File: src/rtl/rand_mask_arbiter.sv
// rand_mask_arbiter: round-robin share of one random_mask_gen between
// several requesters. Each transaction returns one registered one-hot
// digit mask with a one-cycle valid pulse to the served requester.
// Optional exclusion/retry stage enabled by defining RAND_MASK_EXCLUDE_EN.
module rand_mask_arbiter #(
    parameter int unsigned NUM_REQ   = 3,
    parameter int unsigned RETRY_MAX = 15
) (
    input  logic                   clk_in,
    input  logic                   reset_in,
    input  logic [71:0]            masks_in,
    input  logic [NUM_REQ-1:0]     req_in,
    input  logic [4*NUM_REQ-1:0]   range_in,
    input  logic [9*NUM_REQ-1:0]   exclude_in,
    output logic [NUM_REQ-1:0]     grant_out,
    output logic [8:0]             mask_out,
    output logic [NUM_REQ-1:0]     valid_out,
    output logic                   fail_out,
    output logic                   busy_out
);

    localparam int unsigned IDX_W = (NUM_REQ > 1) ? $clog2(NUM_REQ) : 1;

    localparam logic [1:0] S_IDLE    = 2'd0;
    localparam logic [1:0] S_SAMPLE  = 2'd1;
    localparam logic [1:0] S_DELIVER = 2'd2;

    logic [1:0]         state_q, state_n;
    logic [IDX_W-1:0]   ptr_q, ptr_n;
    logic [IDX_W-1:0]   idx_q, idx_n;
    logic [3:0]         rng_q, rng_n;
    logic [NUM_REQ-1:0] grant_n;
    logic [8:0]         mask_n;
    logic [NUM_REQ-1:0] valid_n;
    logic               busy_n;
    logic [8:0]         cand;
    logic               legal;

`ifdef RAND_MASK_EXCLUDE_EN
    logic [8:0]         exc_q, exc_n;
    logic [7:0]         retry_q, retry_n;
    logic               fail_n;
    logic [8:0]         fb_mask;
    logic               fb_found;
`else
    logic               unused_cfg;
    assign unused_cfg = ^{exclude_in, 32'(RETRY_MAX)};
    assign fail_out   = 1'b0;
`endif

    // Candidate mask for the latched range; illegal ranges map to digit 1
    always_comb begin
        cand  = 9'h001;
        legal = 1'b0;
        for (int r = 2; r <= 9; r++) begin
            if (rng_q == 4'(r)) begin
                cand  = masks_in[9*(r-2) +: 9];
                legal = 1'b1;
            end
        end
    end

`ifdef RAND_MASK_EXCLUDE_EN
    // Deterministic fallback: lowest in-range digit not excluded
    always_comb begin
        fb_mask  = 9'h000;
        fb_found = 1'b0;
        for (int k = 0; k < 9; k++) begin
            if (!fb_found && (4'(k) < rng_q) && !exc_q[k]) begin
                fb_mask[k] = 1'b1;
                fb_found   = 1'b1;
            end
        end
    end
`endif

    // Next-state and next-output logic
    always_comb begin
        int unsigned j;
        logic        found;
        state_n = state_q;
        ptr_n   = ptr_q;
        idx_n   = idx_q;
        rng_n   = rng_q;
        grant_n = grant_out;
        mask_n  = mask_out;
        valid_n = valid_out;
        j       = 0;
        found   = 1'b0;
`ifdef RAND_MASK_EXCLUDE_EN
        exc_n   = exc_q;
        retry_n = retry_q;
        fail_n  = fail_out;
`endif
        case (state_q)
            S_IDLE: begin
                for (int unsigned k = 0; k < NUM_REQ; k++) begin
                    j = (32'(ptr_q) + k) % NUM_REQ;
                    if (!found && req_in[j]) begin
                        found   = 1'b1;
                        idx_n   = IDX_W'(j);
                        rng_n   = range_in[4*j +: 4];
                        grant_n = NUM_REQ'(1) << j;
`ifdef RAND_MASK_EXCLUDE_EN
                        exc_n   = exclude_in[9*j +: 9];
`endif
                    end
                end
                if (found) begin
                    state_n = S_SAMPLE;
`ifdef RAND_MASK_EXCLUDE_EN
                    retry_n = 8'd0;
`endif
                end
            end
            S_SAMPLE: begin
`ifdef RAND_MASK_EXCLUDE_EN
                if (legal && ((cand & exc_q) != 9'h000)) begin
                    if (retry_q < 8'(RETRY_MAX)) begin
                        retry_n = retry_q + 8'd1;
                    end else begin
                        mask_n  = fb_mask;
                        fail_n  = !fb_found;
                        valid_n = NUM_REQ'(1) << idx_q;
                        state_n = S_DELIVER;
                    end
                end else begin
                    mask_n  = cand;
                    fail_n  = 1'b0;
                    valid_n = NUM_REQ'(1) << idx_q;
                    state_n = S_DELIVER;
                end
`else
                mask_n  = legal ? cand : 9'h001;
                valid_n = NUM_REQ'(1) << idx_q;
                state_n = S_DELIVER;
`endif
            end
            S_DELIVER: begin
                grant_n = '0;
                mask_n  = 9'h000;
                valid_n = '0;
`ifdef RAND_MASK_EXCLUDE_EN
                fail_n  = 1'b0;
`endif
                ptr_n   = (idx_q == IDX_W'(NUM_REQ - 1)) ? '0 : idx_q + IDX_W'(1);
                state_n = S_IDLE;
            end
            default: begin
                grant_n = '0;
                mask_n  = 9'h000;
                valid_n = '0;
                state_n = S_IDLE;
            end
        endcase
        busy_n = (state_n != S_IDLE);
    end

    // State and registered outputs
    always_ff @(posedge clk_in) begin
        if (reset_in) begin
            state_q   <= S_IDLE;
            ptr_q     <= '0;
            idx_q     <= '0;
            rng_q     <= 4'd0;
            grant_out <= '0;
            mask_out  <= 9'h000;
            valid_out <= '0;
            busy_out  <= 1'b0;
`ifdef RAND_MASK_EXCLUDE_EN
            exc_q     <= 9'h000;
            retry_q   <= 8'd0;
            fail_out  <= 1'b0;
`endif
        end else begin
            state_q   <= state_n;
            ptr_q     <= ptr_n;
            idx_q     <= idx_n;
            rng_q     <= rng_n;
            grant_out <= grant_n;
            mask_out  <= mask_n;
            valid_out <= valid_n;
            busy_out  <= busy_n;
`ifdef RAND_MASK_EXCLUDE_EN
            exc_q     <= exc_n;
            retry_q   <= retry_n;
            fail_out  <= fail_n;
`endif
        end
    end

endmodule

File: config.mk
export PLATFORM = sky130hd
export DESIGN_NAME = rand_mask_arbiter
export DESIGN_NICKNAME = d
export VERILOG_FILES = /design/src/rtl/rand_mask_arbiter.sv
export SDC_FILE = /design/constraint.sdc
export NUM_CORES = 1
export LEC_CHECK = 0
export BUFFER_PORTS_ARGS = -buffer_cell sky130_fd_sc_hd__buf_2
export CAP_MARGIN = 0
export CELL_PAD_IN_SITES_DETAIL_PLACEMENT = 1
export CELL_PAD_IN_SITES_GLOBAL_PLACEMENT = 2
export CORE_ASPECT_RATIO = 1.75
export CORE_MARGIN = 2
export CORE_UTILIZATION = 22
export CTS_CLUSTER_DIAMETER = 120
export DETAILED_ROUTE_END_ITERATION = 7
export PLACE_DENSITY_LB_ADDON = 0.1
export SLEW_MARGIN = 20
export SYNTH_ARGS = -nofsm -noshare
export SYNTH_HDL_FRONTEND = slang
export SYNTH_SLANG_ARGS = --single-unit
File: constraint.sdc
create_clock -name clk_in -period 3.5 [get_ports clk_in]
set_clock_uncertainty 0.05 [all_clocks]
set_input_delay 0.175 -clock clk_in [delete_from_list [all_inputs] [get_ports clk_in]]
set_output_delay 0.175 -clock clk_in [all_outputs]
set_load 0.01 [all_outputs]
==> results.ini, run 1 <==
[outcome]
outcome = finished, final reports clean

[critical_path]
regToRegStartpoint = ptr_q[1]
required_ps = 3660
critical_path.max_fanout = 17
timing.reg2reg.setup_slack_ps = 670
r2r.worst_path.cells = 8
crit_path_end_kind = register
r2r-end = grant_out[2]
timing.critical_path.arrival_ps = 2990
worst-setup-path-type = reg -> reg
critPathLaunchType = register

[place]
dp.final_hpwl_um = 6630
globalplace.congestion = 0.702
placement.cell_area_um2 = 2760
io_buffer_count = 104

[power_and_ir_drop]
pwr_density_cell_nw_per_um2 = 366
leakagePower_nw = 1.29
ir_drop_mv = 0.151

[route]
antenna_left = 0
via_count = 2349
drt-total-wl_um = 7970
post-route-drc-count = 0
detail_route.vias_per_cell = 4.81
drt-pass1-iter-count = 4
routedWlPerCell_um = 16.3
drtIter0Drc = 40

[yosys]
synth.top_cells.by_count = sky130_fd_sc_hd__nor2_1, sky130_fd_sc_hd__mux2i_1, sky130_fd_sc_hd__dfxtp_1, sky130_fd_sc_hd__o21ai_0, sky130_fd_sc_hd__inv_1
synthMostInstantiatedCell = sky130_fd_sc_hd__nor2_1
synth_top_area_frac = 0.241
postSynthNetCount = 399
synth_cells = 274
yosysWarnings = 0
register_area_share_after_synthesis = 0.241
synthArstFlopShare = 0
synth_ff_type = sky130_fd_sc_hd__dfxtp_1
synthTopCellsByArea = sky130_fd_sc_hd__dfxtp_1, sky130_fd_sc_hd__mux2i_1, sky130_fd_sc_hd__nor2_1
synth_edf_count = 0
netlist-cell-type-count = 54
total_standard_cell_area_after_synthesis_um2 = 2160
postSynthRegisterBits = 26
yosysTopAreaCell = sky130_fd_sc_hd__dfxtp_1
syn-mean-instance-area_um2 = 7.89

[grt]
grt_first_pass_wirelength_um = 12500
antenna_violations_before_repair = 0
first_global_vias = 2463
globalRouteTotalUtil = 0.149
grt_start_max_net_pins = 33
globalRouteOverflowTotal = 0

[worst_hold_path]
hold_end = rng_q[2]
min-delay-path-class = in -> reg
hold_depth = 4
timing.hold.worst.start = range_in[6]

[cts]
clk_pin_slew_worst_paths_ps = 70
postCtsHoldBufs = 0
clock-root-buffer = sky130_fd_sc_hd__clkbuf_16
tritoncts = yes
post_cts_resized = 0
htreeDepth = 1
tritoncts.num_buffers = 3
cts_setup_buffers = 0
clock_insertion_delay_worst_skew_ps = 270
clock_path_buffers = 2
clock_sinks = 26

[die]
die_area_um2 = 10700
effective_utilization_at_floorplan = 0.227
dieWidth_um = 78.9
ios = 133
rows = 47
die_height_um = 135
coreArea_um2 = 9530

[timing]
finalCritPeriodShare = 0.807
slew_violations = 0
min_period_ps = 2830
finalSetupTns_ps = 0
final_hold_viol_count = 0
timing_worst_slew_pin_value_ps = 803
relSlewSlack = 0.460
fmax_mhz = 354
rsz_0062_raised_after_global_routing = no
finalSetupViolCount = 0

[cells_and_area]
antennaDiodeCount = 0
design.final.nets = 492
layout.filler_cells = 1213
sequential_cell_area_um2 = 520
final_layout_size_suffix_gt1_frac = 0.314
area_used_by_multi_input_combinational_logic_um2 = 1500
area_growth_syn_to_layout_pct = 32.5
fin_area_um2 = 2860

[run]
max-cap-violations = 0

## cell usage in the layout, fill, tap and decap left out, types with 2 or more instances in the layout
cell,n
sky130_fd_sc_hd__a21oi_1,15
sky130_fd_sc_hd__nor2b_1,8
sky130_fd_sc_hd__nand2_1,15
sky130_fd_sc_hd__inv_1,16
sky130_fd_sc_hd__ha_1,9
sky130_fd_sc_hd__dfxtp_1,26
sky130_fd_sc_hd__a21o_1,5
sky130_fd_sc_hd__o221ai_1,7
sky130_fd_sc_hd__o21ai_0,22
sky130_fd_sc_hd__nor2_1,33
sky130_fd_sc_hd__mux2i_1,28
sky130_fd_sc_hd__a32oi_1,2
sky130_fd_sc_hd__nor3b_1,3
sky130_fd_sc_hd__nand3_1,4
sky130_fd_sc_hd__clkbuf_16,3
sky130_fd_sc_hd__a22o_1,13
sky130_fd_sc_hd__buf_2,104
sky130_fd_sc_hd__nand4_1,4
sky130_fd_sc_hd__nor3_1,4
sky130_fd_sc_hd__o22ai_1,6
sky130_fd_sc_hd__o21bai_1,2
sky130_fd_sc_hd__a221oi_1,2
sky130_fd_sc_hd__nand2b_1,4
## layer usage
| layer | wire length (um) | global-route usage | vias up |
|---|---|---|---|
| met2 | 4580 | 0.307 | 67 |
| met1 | 2830 | 0.146 | 1083 |
| met5 | 0 | 0 | - |
| li1 | - | - | 1194 |
| met4 | 117 | 0.0489 | 0 |
| met3 | 440 | 0.0201 | 5 |
## metrics by stage
stage	utilization	power, mW	instances	setup WS (ps)	hold WS, ps
after detailed placement	0.289	0.728	484	660	404
after global placement	0.289	0.722	484	727	404
after CTS	0.300	1.07	488	637	183
final	0.300	1.05	488	675	186
after global routing	0.300	1.12	488	412	205
after floorplan	-	0.595	274	1080	315
## cell type report
cell class,instances,area share
clock inverter,1,0.0105
inverter,16,0.0210
clock buffer,3,0.0262
sequential,26,0.182
multi-input combinational,215,0.523
timing repair buffer,105,0.184
tap,122,0.0533
## critical path: stages, from the launching register on
cell and delay [ps]:
sky130_fd_sc_hd__dfxtp_1 420, sky130_fd_sc_hd__inv_1 130, sky130_fd_sc_hd__ha_1 630, sky130_fd_sc_hd__nand2b_1 190, sky130_fd_sc_hd__a311oi_4 410, sky130_fd_sc_hd__nand3_4 160, sky130_fd_sc_hd__a211oi_2 260, sky130_fd_sc_hd__nor3b_2 310
sky130_fd_sc_hd__a32o_1 200
## power by group
part / leakage [nW] / total (mW) / switching, mW / internal (mW)
clock: 0.0511 / 0.338 / 0.110 / 0.228
sequential: 0.212 / 0.355 / 0.0337 / 0.321
combinational: 1.03 / 0.356 / 0.199 / 0.157
## state kept, by name, indices dropped and copies added, names as in the netlist
register / count
state_q: 2
ptr_q: 2
idx_q: 2
grant_out: 3
mask_out: 9
rng_q: 4
busy_out: 1
valid_out: 3
## kinds of logic after synthesis
family          Yosys count  share of synthesized area
simple gates             88                      0.218
mux                      28                      0.130
buf+inv                  33                     0.0666
fa+ha+maj                 9                     0.0521
compound gates           89                      0.291
flops                    26                      0.241
other cells               1                    0.00174
## worst max path at each step
stage / from / endpoint / slack (ps) / cells after the start
after floorplan: ptr_q[1] / grant_out[2] / 1080 / 10
after global placement: ptr_q[1] / grant_out[2] / 730 / 9
after detailed placement: ptr_q[1] / grant_out[2] / 660 / 8
after CTS: ptr_q[1] / grant_out[2] / 640 / 8
after global routing: ptr_q[0] / grant_out[2] / 410 / 8
final: ptr_q[1] / grant_out[2] / 670 / 8
Power figures use the tool's default switching activity.
==> run 2, diff against run 1 <==
==> constraint.sdc (replaced) <==
create_clock -name clk_in -period 2.9 [get_ports clk_in]
set_clock_uncertainty 0.05 [all_clocks]
set_input_delay 0.145 -clock clk_in [delete_from_list [all_inputs] [get_ports clk_in]]
set_output_delay 0.145 -clock clk_in [all_outputs]
set_load 0.01 [all_outputs]
==> run 2 against run 1 <==
  * Combinational power grew 23%
  * Die area is the same
  * First-iteration DRC count shrank 7.5%
  * Hold slack lost 41 ps
  * Critical path depth grew 1
  * Fmax grew 8.2%
  * Largest power group unchanged
  * Highest routed layer unchanged
==> results.ini, run 2 (synthesis gave the netlist of run 1 again) <==
[power_and_ir_drop]
pwr_density_cell_nw_per_um2 = 439  ; was 366 nW/um2
p_comb_frac = 0.344  ; was 0.339
net-switching-power_mw = 0.413  ; was 0.343 mW
power_switching_share = 0.324  ; was 0.327
ir_drop_mv = 0.182  ; was 0.151 mV
leakagePower_nw = 1.31  ; was 1.29 nW
pwr-share-seq = 0.335  ; was 0.338
cell_internal_pwr_mw = 0.862  ; was 0.706 mW
share_clk_of_total_power = 0.321  ; was 0.323

[die]
die_area_um2 = 10700  ; unchanged
coreArea_um2 = 9530  ; unchanged
dieWidth_um = 78.9  ; unchanged
rows = 47  ; unchanged
effective_utilization_at_floorplan = 0.227  ; unchanged
die_height_um = 135  ; unchanged
ios = 133  ; unchanged

[place]
dp.final_hpwl_um = 6690  ; was 6630 um
io_buffer_count = 104  ; unchanged
place.detailed.instances = 489  ; was 484
globalplace.congestion = 0.724  ; was 0.702
placement.cell_area_um2 = 2800  ; was 2760 um2

[timing]
relSlewSlack = 0.477  ; was 0.460
finalSetupViolCount = 0  ; unchanged
rsz_0062_raised_after_global_routing = no  ; unchanged
hold_slack_ps = 145  ; was 186 ps
finalSetupTns_ps = 0  ; unchanged
fmax_mhz = 383  ; was 354 MHz
slew_violations = 0  ; unchanged
finalCritPeriodShare = 0.900  ; was 0.807
timing_worst_slew_pin_value_ps = 779  ; was 803 ps
min_period_ps = 2610  ; was 2830 ps
final_hold_viol_count = 0  ; unchanged

[cells_and_area]
layout.cells.non_filler = 493  ; was 488
area_growth_syn_to_layout_pct = 34.3  ; was 32.5%
top_register = mask_out  ; unchanged
largestRegisters = mask_out: 9 flops, rng_q: 4 flops  ; unchanged
largest_register_ff_count = 9  ; unchanged
fin_area_um2 = 2900  ; was 2860 um2
mostFrequentLayoutCells = sky130_fd_sc_hd__buf_2, sky130_fd_sc_hd__nor2_1, sky130_fd_sc_hd__mux2i_1  ; unchanged
antennaDiodeCount = 0  ; unchanged
final_layout_size_suffix_gt1_frac = 0.326  ; was 0.314
design.final.nets = 497  ; was 492
layout.filler_cells = 1217  ; was 1213
layout.cells.most_common = sky130_fd_sc_hd__buf_2  ; unchanged

[grt]
grt_start_max_net_pins = 33  ; unchanged
grt_first_pass_wirelength_um = 12200  ; was 12500 um
antenna_violations_before_repair = 0  ; unchanged
globalRouteTotalUtil = 0.146  ; was 0.149
globalRouteOverflowTotal = 0  ; unchanged
first_global_vias = 2430  ; was 2463

[critical_path]
startpoint = ptr_q[0]  ; was ptr_q[1]
setup.worst_path.end = grant_out[2]  ; unchanged
critPathLaunchType = register  ; unchanged
r2r-end = grant_out[2]  ; unchanged
critical_path.max_fanout = 15  ; was 17
regToRegStartpoint = ptr_q[0]  ; was ptr_q[1]
timing.reg2reg.setup_slack_ps = 290  ; was 670 ps
worst-setup-path-type = reg -> reg  ; unchanged
required_ps = 3060  ; was 3660 ps
crit_path_end_kind = register  ; unchanged
r2r.worst_path.cells = 9  ; was 8
timing.critical_path.arrival_ps = 2770  ; was 2990 ps

[cts]
tritoncts = yes  ; unchanged
htreeDepth = 1  ; unchanged
clk_pin_slew_worst_paths_ps = 70  ; about the same
clock_sinks = 26  ; unchanged
clock_path_buffers = 2  ; unchanged
clock-root-buffer = sky130_fd_sc_hd__clkbuf_16  ; unchanged
tritoncts.num_buffers = 3  ; unchanged
clock_insertion_delay_worst_skew_ps = 270  ; about the same
postCtsHoldBufs = 0  ; unchanged
cts_setup_buffers = 0  ; unchanged

[run]
max-cap-violations = 0  ; unchanged

[route]
drt-pass1-iter-count = 4  ; unchanged
drtIter0Drc = 37  ; was 40
drt-total-wl_um = 7900  ; was 7970 um
post-route-drc-count = 0  ; unchanged
routedWlPerCell_um = 16.0  ; was 16.3 um
antenna_left = 0  ; unchanged
detail_route.vias_per_cell = 4.79  ; was 4.81
via_count = 2362  ; was 2349

[worst_hold_path]
timing.hold.worst.start = range_in[7]  ; was range_in[6]
min-delay-path-class = in -> reg  ; unchanged

[outcome]
outcome = finished, final reports clean  ; unchanged

## run 2: cell types whose count changed in the layout (fill, tap and decap cells not counted), sizes merged
cell,before,now
buf,105,110
## run 2: how the worst min path moves through the flow
stage                    to  slack, ps  depth (start not counted)
2_1_floorplan   mask_out[0]        290                          3
3_3_place_gp   grant_out[2]        410                          1
3_5_place_dp   grant_out[2]        410                          1
4_1_cts            rng_q[3]        150                          4
5_1_grt            rng_q[1]        160                          4
6_report           rng_q[3]        140                          4
## run 2: area by class of cell
type	instances	area, um2	area share
inverters	16	60.1	0.0207
multi-input cells	215	1500	0.516
clock inverters	1	30.0	0.0103
well taps	122	153	0.0526
flip-flops and latches	26	520	0.179
repair buffers	110	566	0.195
clock buffers	3	75.1	0.0259
## run 2: repair_timing
item	in CTS	in global routing
gates resized for setup	0	1
hold endpoints to repair	0	0
endpoints found under the setup margin	0	3
## run 2: power by group through the flow
stage               combinational [mW]  clock, mW  sequential, mW
floorplan                        0.301          0           0.417
global placement                 0.446          0           0.435
detailed placement               0.451          0           0.437
CTS                              0.453      0.419           0.429
global route                     0.496      0.432           0.435
finish                           0.439      0.409           0.427
## run 2: critical path, cell delays in order, from the launching register on
cell and delay (ps):
sky130_fd_sc_hd__dfxtp_1 400, sky130_fd_sc_hd__inv_1 90, sky130_fd_sc_hd__buf_4 160, sky130_fd_sc_hd__ha_1 370, sky130_fd_sc_hd__nand2b_1 270, sky130_fd_sc_hd__a311oi_4 400
sky130_fd_sc_hd__nand3_4 110, sky130_fd_sc_hd__a211oi_2 220, sky130_fd_sc_hd__nor3b_2 290, sky130_fd_sc_hd__a32o_1 190
## run 2: per-layer routing
metal	GRT usage	wire length, um	up-vias	share of wire
met4	0.0584	214	0	0.027
met2	0.298	4520	62	0.57
li1	-	-	1199	-
met3	0.0180	397	9	0.050
met1	0.142	2770	1092	0.35
met5	0	0	-	0
## run 2: per-stage QoR
step	setup slack (ps)	util	power, mW
6_report	290	0.305	1.27
5_1_grt	85.1	0.305	1.36
4_1_cts	106	0.304	1.30
3_5_place_dp	140	0.293	0.887
3_3_place_gp	171	0.293	0.882
2_1_floorplan	481	-	0.718
==> run 3, diff against run 2 <==
--- a/config.mk
+++ b/config.mk
@@ -11,7 +11,8 @@
 export CELL_PAD_IN_SITES_GLOBAL_PLACEMENT = 2
 export CORE_ASPECT_RATIO = 1.75
 export CORE_MARGIN = 2
-export CORE_UTILIZATION = 22
+export CORE_UTILIZATION = 23
+export CTS_BUF_LIST = sky130_fd_sc_hd__clkbuf_4
 export CTS_CLUSTER_DIAMETER = 120
 export DETAILED_ROUTE_END_ITERATION = 7
 export PLACE_DENSITY_LB_ADDON = 0.1
==> constraint.sdc (replaced) <==
create_clock -name clk_in -period 2.8 [get_ports clk_in]
set_clock_uncertainty 0.05 [all_clocks]
set_input_delay 0.14 -clock clk_in [delete_from_list [all_inputs] [get_ports clk_in]]
set_output_delay 0.14 -clock clk_in [all_outputs]
set_load 0.01 [all_outputs]
==> run 3 against run 2 <==
  * Die area decreased by 4.2%
  * Clock-buffer cell count unchanged
  * Total power shrank 8.2%
  * Core utilization increased by 1.1 points
  * Hold slack worse by 84 ps
  * Register-to-register slack worse by 30 ps
  * Critical path type unchanged
==> results.ini, run 3 (synthesis gave the netlist of run 1 again) <==
[outcome]
outcome = finished, final reports clean  ; unchanged

[cts]
tritoncts.num_buffers = 3  ; unchanged
clock-root-buffer = sky130_fd_sc_hd__clkbuf_4  ; was sky130_fd_sc_hd__clkbuf_16
clk_pin_slew_worst_paths_ps = 150  ; was 70 ps
clock_path_buffers = 2  ; unchanged
htreeDepth = 1  ; unchanged
clock_sinks = 26  ; unchanged
clock_insertion_delay_worst_skew_ps = 340  ; was 270 ps
tritoncts = yes  ; unchanged

[die]
die_height_um = 132  ; was 135 um
rows = 46  ; was 47
coreArea_um2 = 9090  ; was 9530 um2
die_area_um2 = 10200  ; was 10700 um2
ios = 133  ; unchanged
dieWidth_um = 77.3  ; was 78.9 um
effective_utilization_at_floorplan = 0.238  ; was 0.227

[critical_path]
critical_path.max_fanout = 13  ; was 15
timing.critical_path.arrival_ps = 2790  ; was 2770 ps
worst-setup-path-type = reg -> reg  ; unchanged
regToRegStartpoint = ptr_q[1]  ; was ptr_q[0]
crit_path_end_kind = register  ; unchanged
critPathLaunchType = register  ; unchanged
timing.reg2reg.setup_slack_ps = 260  ; was 290 ps
r2r-end = grant_out[2]  ; unchanged
required_ps = 3050  ; was 3060 ps
r2r.worst_path.cells = 9  ; unchanged

[cells_and_area]
layout.filler_cells = 1168  ; was 1217
largest_register_ff_count = 9  ; unchanged
top_register = mask_out  ; unchanged
largestRegisters = mask_out: 9 flops, rng_q: 4 flops  ; unchanged
area_growth_syn_to_layout_pct = 33.1  ; was 34.3%
mostFrequentLayoutCells = sky130_fd_sc_hd__buf_2, sky130_fd_sc_hd__nor2_1, sky130_fd_sc_hd__mux2i_1  ; unchanged
final_layout_size_suffix_gt1_frac = 0.334  ; was 0.326
design.final.nets = 500  ; was 497
fin_util = 0.316  ; was 0.305
layout.cells.non_filler = 495  ; was 493
fin_area_um2 = 2880  ; was 2900 um2
layout.cells.most_common = sky130_fd_sc_hd__buf_2  ; unchanged

[worst_hold_path]
hold_end = rng_q[2]  ; was rng_q[3]
hold_depth = 4  ; unchanged
min-delay-path-class = in -> reg  ; unchanged
timing.hold.worst.start = range_in[6]  ; was range_in[7]

[run]
max-cap-violations = 0  ; unchanged

[route]
post-route-drc-count = 0  ; unchanged
detail_route.vias_per_cell = 4.77  ; was 4.79
drtIter0Drc = 41  ; was 37
drt-total-wl_um = 7880  ; was 7900 um
via_count = 2360  ; was 2362
antenna_left = 0  ; unchanged
drt-pass1-iter-count = 4  ; unchanged
routedWlPerCell_um = 15.9  ; was 16.0 um

[power_and_ir_drop]
total_power_mw = 1.17  ; was 1.27 mW
ir_drop_mv = 0.167  ; was 0.182 mV
leakagePower_nw = 1.30  ; was 1.31 nW
pwr_density_cell_nw_per_um2 = 407  ; was 439 nW/um2

[timing]
fmax_mhz = 393  ; was 383 MHz
relSlewSlack = 0.465  ; was 0.477
final_hold_viol_count = 0  ; unchanged
finalCritPeriodShare = 0.908  ; was 0.900
min_period_ps = 2540  ; was 2610 ps
rsz_0062_raised_after_global_routing = no  ; unchanged
slew_violations = 0  ; unchanged
timing_worst_slew_pin_value_ps = 796  ; was 779 ps
finalSetupViolCount = 0  ; unchanged
finalSetupTns_ps = 0  ; unchanged
hold_slack_ps = 60.9  ; was 145 ps
post-route-worst-setup-slack_ps = 257  ; was 290 ps

[place]
globalplace.congestion = 0.728  ; was 0.724
place.detailed.instances = 490  ; was 489
detailedPlace.worstSlack_ps = 121  ; was 140 ps
io_buffer_count = 104  ; unchanged
placement.cell_area_um2 = 2820  ; was 2800 um2
dp.final_hpwl_um = 6580  ; was 6690 um

[grt]
grt_first_pass_wirelength_um = 12600  ; was 12200 um
first_global_vias = 2467  ; was 2430
antenna_violations_before_repair = 1  ; was 0
globalRouteOverflowTotal = 0  ; unchanged
grt_start_max_net_pins = 33  ; unchanged
globalRouteTotalUtil = 0.154  ; was 0.146

-- run 3: area by class of cell --
cell class              instances  area, um2  area share
inverters                      16       60.1      0.0209
clock buffers                   3       22.5     0.00783
well taps                     120        150      0.0522
clock inverters                 1       30.0      0.0104
flip-flops and latches         26        520       0.181
repair buffers                113        588       0.205
diodes                          1       2.50    0.000870
multi-input cells             215       1500       0.522
-- run 3: power breakdown --
| part | switching, mW | leakage (nW) | internal (mW) |
|---|---|---|---|
| Combinational | 0.255 | 1.06 | 0.212 |
| Clock | 0.123 | 0.0279 | 0.145 |
| Sequential | 0.0347 | 0.212 | 0.401 |
-- run 3: what timing repair did --
action / CTS / global route
setup endpoints to repair: 0 / 3
gates resized for setup: 0 / 2
hold buffers: 0 / 0
setup buffers: 0 / 0
-- run 3: worst max-delay path by stage --
stage                         endpoint  slack (ps)  cells past startpoint      from
after floorplan           grant_out[2]         380                     10  ptr_q[1]
after global placement    grant_out[2]         190                      9  ptr_q[1]
after detailed placement  grant_out[2]         120                      9  ptr_q[1]
after CTS                 grant_out[2]          80                      9  ptr_q[1]
after global routing      grant_out[2]          40                      9  ptr_q[1]
final                     grant_out[2]         260                      9  ptr_q[1]
-- run 3: routing by layer --
layer | up-vias | part of all wire | global-route usage | wire [um]
li1 | 1209 | - | - | -
met2 | 60 | 0.57 | 0.309 | 4520
met3 | 6 | 0.042 | 0.0253 | 332
met4 | 0 | 0.011 | 0.0546 | 90
met5 | - | 0 | 0 | 0
met1 | 1085 | 0.37 | 0.154 | 2930
-- run 3: critical path, stage by stage, from the launching register on --
cell	delay [ps]
sky130_fd_sc_hd__dfxtp_1	460
sky130_fd_sc_hd__inv_1	90
sky130_fd_sc_hd__ha_2	360
sky130_fd_sc_hd__nand3b_1	230
sky130_fd_sc_hd__ha_1	310
sky130_fd_sc_hd__nor3b_1	200
sky130_fd_sc_hd__a21oi_1	80
sky130_fd_sc_hd__a211oi_2	240
sky130_fd_sc_hd__nor3b_2	290
sky130_fd_sc_hd__a32o_1	190
